`src/rtl/i2s_tx_if.sv`:
```
`default_nettype none
// ============================================================================
// Module   : i2s_tx_if
// Purpose  : Stereo sample valid/ready handshake from the equalizer output.
// Revision : 1.0
// ============================================================================
interface i2s_tx_if;
    logic signed [15:0] lft_smp;
    logic signed [15:0] rht_smp;
    logic               smp_vld;
    logic               smp_rdy;

    modport master (output lft_smp, output rht_smp, output smp_vld, input  smp_rdy);
    modport slave  (input  lft_smp, input  rht_smp, input  smp_vld, output smp_rdy);
endinterface
`default_nettype wire

```
`src/rtl/i2s_tx.sv`:
```
`default_nettype none
// ============================================================================
// Module   : i2s_tx
// Purpose  : I2S transmitter for the CS4272 (MCLK=clk/8, SCLK=clk/32,
//            LRCLK=clk/2048, 24-bit I2S words). Optional build macro
//            I2S_TX_UNDERFLOW_MUTE_EN sends silence instead of repeating.
// Revision : 1.0
// ============================================================================
module i2s_tx (
    input  logic     clk,
    input  logic     rst_n,
    i2s_tx_if.slave  smp_if,
    output logic     MCLK,
    output logic     SCLK,
    output logic     LRCLK,
    output logic     SDin,
    output logic     undrflw
);

    localparam logic [10:0] C_XFER_CNT = 11'h7FF;
    localparam logic [4:0]  C_FALL_PH  = 5'h1F;

    logic [10:0] cnt_q,       cnt_d;
    logic        hold_full_q, hold_full_d;
    logic [15:0] hold_l_q,    hold_l_d;
    logic [15:0] hold_r_q,    hold_r_d;
    logic [15:0] frm_l_q,     frm_l_d;
    logic [15:0] frm_r_q,     frm_r_d;
    logic [23:0] shift_q,     shift_d;
    logic        undrflw_q,   undrflw_d;

    logic w_xfer;
    logic w_accept;
    logic w_fall;
    logic w_load;

    assign w_xfer   = (cnt_q == C_XFER_CNT);
    assign w_accept = smp_if.smp_vld & ~hold_full_q;
    assign w_fall   = (cnt_q[4:0] == C_FALL_PH);
    assign w_load   = w_fall && (cnt_q[9:5] == 5'd0);

    always_comb begin
        cnt_d       = cnt_q + 11'd1;
        hold_full_d = hold_full_q;
        hold_l_d    = hold_l_q;
        hold_r_d    = hold_r_q;
        frm_l_d     = frm_l_q;
        frm_r_d     = frm_r_q;
        shift_d     = shift_q;

        if (w_xfer && hold_full_q) begin
            frm_l_d     = hold_l_q;
            frm_r_d     = hold_r_q;
            hold_full_d = 1'b0;
        end else if (w_xfer) begin
`ifdef I2S_TX_UNDERFLOW_MUTE_EN
            frm_l_d = 16'h0000;
            frm_r_d = 16'h0000;
`else
            frm_l_d = frm_l_q;
            frm_r_d = frm_r_q;
`endif
        end

        // Never overlaps a transfer that empties the holder: rdy is low then.
        if (w_accept) begin
            hold_full_d = 1'b1;
            hold_l_d    = smp_if.lft_smp;
            hold_r_d    = smp_if.rht_smp;
        end

        if (w_load) begin
            shift_d = cnt_q[10] ? {frm_r_q, 8'h00} : {frm_l_q, 8'h00};
        end else if (w_fall) begin
            shift_d = {shift_q[22:0], 1'b0};
        end

        // Registered one cycle early so the pulse lands exactly on cnt=0x7FF.
        undrflw_d = (cnt_d == C_XFER_CNT) && !hold_full_d;
    end

    always_ff @(posedge clk) begin
        if (!rst_n) begin
            cnt_q       <= 11'd0;
            hold_full_q <= 1'b0;
            hold_l_q    <= 16'h0000;
            hold_r_q    <= 16'h0000;
            frm_l_q     <= 16'h0000;
            frm_r_q     <= 16'h0000;
            shift_q     <= 24'h000000;
            undrflw_q   <= 1'b0;
        end else begin
            cnt_q       <= cnt_d;
            hold_full_q <= hold_full_d;
            hold_l_q    <= hold_l_d;
            hold_r_q    <= hold_r_d;
            frm_l_q     <= frm_l_d;
            frm_r_q     <= frm_r_d;
            shift_q     <= shift_d;
            undrflw_q   <= undrflw_d;
        end
    end

    assign MCLK           = cnt_q[2];
    assign SCLK           = cnt_q[4];
    assign LRCLK          = cnt_q[10];
    assign SDin           = shift_q[23];
    assign undrflw        = undrflw_q;
    assign smp_if.smp_rdy = ~hold_full_q;

endmodule
`default_nettype wire
```
`src/flat_wrapper.sv`:
```
// flat-port wrapper written by rule: the top's interface ports become plain ports
module i2s_tx_flat 
  (clk, rst_n, MCLK, SCLK, LRCLK, SDin, undrflw, smp_if_lft_smp, smp_if_rht_smp, smp_if_smp_vld, smp_if_smp_rdy);
  i2s_tx_if smp_if_i ();
  input  logic clk;
  input  logic rst_n;
  output logic MCLK;
  output logic SCLK;
  output logic LRCLK;
  output logic SDin;
  output logic undrflw;
  input wire logic [$bits(smp_if_i.lft_smp)-1:0] smp_if_lft_smp;
  input wire logic [$bits(smp_if_i.rht_smp)-1:0] smp_if_rht_smp;
  input wire logic [$bits(smp_if_i.smp_vld)-1:0] smp_if_smp_vld;
  output wire logic [$bits(smp_if_i.smp_rdy)-1:0] smp_if_smp_rdy;
  assign smp_if_i.lft_smp = smp_if_lft_smp;
  assign smp_if_i.rht_smp = smp_if_rht_smp;
  assign smp_if_i.smp_vld = smp_if_smp_vld;
  assign smp_if_smp_rdy = smp_if_i.smp_rdy;
  i2s_tx u_core (.clk(clk), .rst_n(rst_n), .smp_if(smp_if_i), .MCLK(MCLK), .SCLK(SCLK), .LRCLK(LRCLK), .SDin(SDin), .undrflw(undrflw));
endmodule
```
`config.mk`:
```
export PLATFORM = sky130hd
export DESIGN_NAME = i2s_tx_flat
export DESIGN_NICKNAME = d
export VERILOG_FILES = /design/src/rtl/i2s_tx_if.sv /design/src/rtl/i2s_tx.sv /design/src/flat_wrapper.sv
export SDC_FILE = /design/constraint.sdc
export NUM_CORES = 1
export LEC_CHECK = 0
export BUFFER_PORTS_ARGS = -buffer_cell sky130_fd_sc_hd__buf_2
export CAP_MARGIN = 20
export CORE_ASPECT_RATIO = 0.8
export CORE_UTILIZATION = 50
export DETAILED_ROUTE_END_ITERATION = 10
export PLACE_DENSITY = 0.74
export SETUP_SLACK_MARGIN = 0.2
export SYNTH_ARGS = -nofsm -noshare
export SYNTH_HDL_FRONTEND = slang
export SYNTH_SLANG_ARGS = --single-unit
```
`constraint.sdc`:
```
create_clock -name clk -period 2 [get_ports clk]
set_input_delay 0.4 -clock clk [delete_from_list [all_inputs] [get_ports clk]]
set_output_delay 0.4 -clock clk [all_outputs]
set_load 0.05 [all_outputs]
```
==> results.md <==
* Reg power frac at 55.8%
* Largest net degree at the start of global routing at 66
* Via/cell ratio at 5.25
* Number of global-route vias before repair at 2750
* Finish-stage setup viols at 0
* Synth Area per Inst at 8.82 sq um
* Largest family of logic cells by synthesized area: simple AND/OR/NAND/NOR gates
* NumNets Final at 499
* WS Path Type: register to register
* Area occupied by multi-input gates at 1820 sq um
* Global-route wire length before repair at 12.8 mm
* R2R depth at 8
* Max-Cap Viols at 0
* Highest Clock Rate at 0.615 GHz
* Final ANT Viol Nets at 0
* Synth Cell Area at 3830 sq um
* Largest stage delay on the critical path at 0.38 ns
* # port buffers at 40
* CP max stage cell: dfxtp_4
* Yosys warnings at 0
* Drt pass-1 iters at 4
* CP Launch Type: register
* Drt wl/cell at 13.3 um
* Synth Area in Adders at 0.981%
* Period utilization at 81.3%
* Hold WC Path Type: input pin to register
* Antenna violations before repair at 0
* Root buffer cell: clkbuf_8
* Htree depth at 3
* N_diodes at 0
* Remaining DRCs at 0
* Pleak at 1.76 nW
* Final Util at 59.2%
* Synth Net Count at 472
* Synth Area in Simple Gates at 22.6%
* Crit-path max FO at 8
* Non-Filler Instances at 570
* Slew Limit Fails at 0
* Switching share of power at 22.6%
* Sequential share of the synthesized area at 48.6%
* DR iter-0 viols at 135
* Switch Pwr at 780 uW
* Placed instance area at 4110 sq um
* Dominant synthesized flop cell: dfxtp_1
* Gate power share at 5.3%
* HPWL after DPL at 5.00 mm
* Chip height at 80.3 um
* EDFF count, synth at 0
* WP data arrival at 1.93 ns
* Worst EP required at 2.31 ns
* Area Overhead vs Synth at 14.4%
* Initial Utilization at 51.8%
* Fin. Hold Viols at 0
* Status: complete, no violations
* Cells after synthesis at 434
* Fin crit period at 1.63 ns
* FF-to-FF setup slack at 0.37 ns
* Multiplexer share of the synthesized area at 8.86%
* DP Cell Count at 554
* IO Pins at 41
* # clock sinks at 93
* Fraction of registers with async set/reset at 0%
* Post-synthesis xor/xnor area fraction at 1.60%
* Vias at 2993
* Worst-path cell chain: ha_4, nand3_1, inv_1, ha_2, nand3b_1, clkbuf_16, o22ai_1, and2_1
* Number of register bits inferred by synthesis at 93
* Worst-Margin Slew at 0.438 ns
* Clk pwr share at 38.9%
* Total Wirelength at 7.61 mm
* Worst Skew at 0.00906 ns
* Grt ovf at 0
* CP endpoint kind: register
* Hold path depth at 3
* Post-Route Setup TNS at 0 ns
* Die area at 8010 sq um
* RSZ-0062 raised after global routing: no
* Die Width at 99.8 um
* Fill count at 647
* Cell Int Power at 2.66 mW
* Later-pin clock latency in the skew report at 0.36 ns
* CTS tree: built
* Worst VDD drop at 0.456 mV
* Worst-path clk slew at 0.09 ns
* Synth cell types at 30
* Relative slew slack at 70.8%
* Post-synthesis compound-gate area fraction at 12.6%
* Share of layout cells above drive strength 1 at 19.4%
* Final RePlAce weighted congestion at 0.787
* Post-route cell area at 4380 sq um
* Core Area at 7390 sq um
* Power Dens Cells at 786 nW/um^2
* Number of CTS-inserted buffers at 9
* # rows at 28
* Gr usage total at 20.9%
* Storage element area at 1870 sq um
* Clock Tree Buf Depth at 2
-- per-layer routing --
metal	part of all wire (%)	GRT usage [%]	vias to the layer above
met3	4.1	6.09	6
met5	0	0	-
met2	46	32.7	56
met4	0.78	7.06	0
met1	49	27.5	1411
li1	-	-	1520
-- worst paths after layout --
kind	from	to
setup / recovery	u_core.cnt_q[0]	u_core.shift_q[8]
hold / removal	smp_if_lft_smp[4]	u_core.hold_l_q[4]
setup reg to reg	u_core.cnt_q[0]	u_core.shift_q[8]
hold reg to reg	u_core.frm_l_q[6]	u_core.frm_l_q[6]
-- power groups by stage --
stage / Sequential (mW) / Clock (mW) / Combinational (mW)
detailed placement: 1.96 / 0 / 0.183
floorplan: 1.96 / 0 / 0.112
global placement: 1.96 / 0 / 0.177
CTS: 1.92 / 1.37 / 0.184
global route: 1.93 / 1.44 / 0.207
finish: 1.92 / 1.34 / 0.183
-- critical path: cells and delay by family (launching register included) --
| family | cells | cell delay, ns |
|---|---|---|
| simple gates | 3 | 0.40 |
| flops | 1 | 0.38 |
| fa+ha+maj | 2 | 0.33 |
| buf+inv | 2 | 0.32 |
| compound gates | 1 | 0.15 |
-- Yosys cell counts (2+ instances only) --
library cell	number	area (sq um)
xnor2_1	5	43.8
mux2_2	15	169
o21ai_1	7	35.0
buf_2	5	25.0
inv_1	4	15.0
buf_4	3	22.5
nor3_1	2	10.0
a21boi_0	32	240
o21ai_0	40	200
nor2b_1	5	31.3
and3_1	2	12.5
buf_6	3	33.8
nor3b_1	2	15.0
nand3_1	38	190
nand3b_1	16	120
dfxtp_1	93	1860
nor2_1	2	7.51
ha_1	3	37.5
and2_1	7	43.8
nand2_1	101	379
mux2i_1	17	170
clkbuf_1	23	86.3
xor2_1	2	17.5
-- cell usage in the layout, fill, tap and decap left out, types with 2 or more instances in the layout --
cell | synthesis | routed
and3_1 | 2 | 2
clkbuf_8 | 0 | 9
xor2_1 | 2 | 2
nand3b_1 | 16 | 16
buf_4 | 3 | 7
mux2_2 | 15 | 15
xnor2_1 | 5 | 5
nor2b_1 | 5 | 4
o21ai_1 | 7 | 7
nand3_1 | 38 | 38
mux2i_1 | 17 | 17
buf_2 | 5 | 39
dfxtp_2 | 0 | 3
dfxtp_1 | 93 | 89
a21boi_0 | 32 | 32
and2_1 | 7 | 7
buf_12 | 0 | 3
o21ai_0 | 40 | 40
nor3b_1 | 2 | 2
inv_1 | 4 | 4
clkinvlp_4 | 0 | 2
nand2_1 | 101 | 100
bufinv_16 | 0 | 2
nor2_1 | 2 | 2
nor3_1 | 2 | 2
-- flip-flops by register name (all words and copies together) (netlist names) --
signal              cells
u_core.cnt_q           11
u_core.frm_l_q         16
u_core.frm_r_q         16
u_core.hold_full_q      1
u_core.hold_l_q        16
u_core.hold_r_q        16
u_core.shift_q         16
u_core.undrflw          1
-- repair_timing --
item                       4_1_cts  5_1_grt
setup endpoints to repair        0       21
gates resized for setup          0        8
hold buffers                     0        0
setup buffers                    0        0
-- per-stage QoR --
step	worst slack, ns	hold slack (ns)	power [mW]
floorplan	0.212	0.426	2.07
CTS	0.213	0.259	3.47
global placement	0.345	0.437	2.14
global route	0.221	0.260	3.57
detailed placement	0.239	0.440	2.14
finish	0.375	0.277	3.44
-- final cells by class --
type	count	share of cell area [%]
tap	105	3.00
timing repair buffer	50	7.60
sequential	93	42.7
inverter	4	0.343
clock inverter	6	2.03
clock buffer	9	2.83
multi-input combinational	303	41.5
-- kinds of logic after synthesis --
kind of cell    after synthesis
compound gates               80
xor+xnor                      7
fa+ha+maj                     3
buf+inv                      38
flops                        93
mux                          32
simple gates                181
No activity file was read; power rests on OpenSTA's default activity.
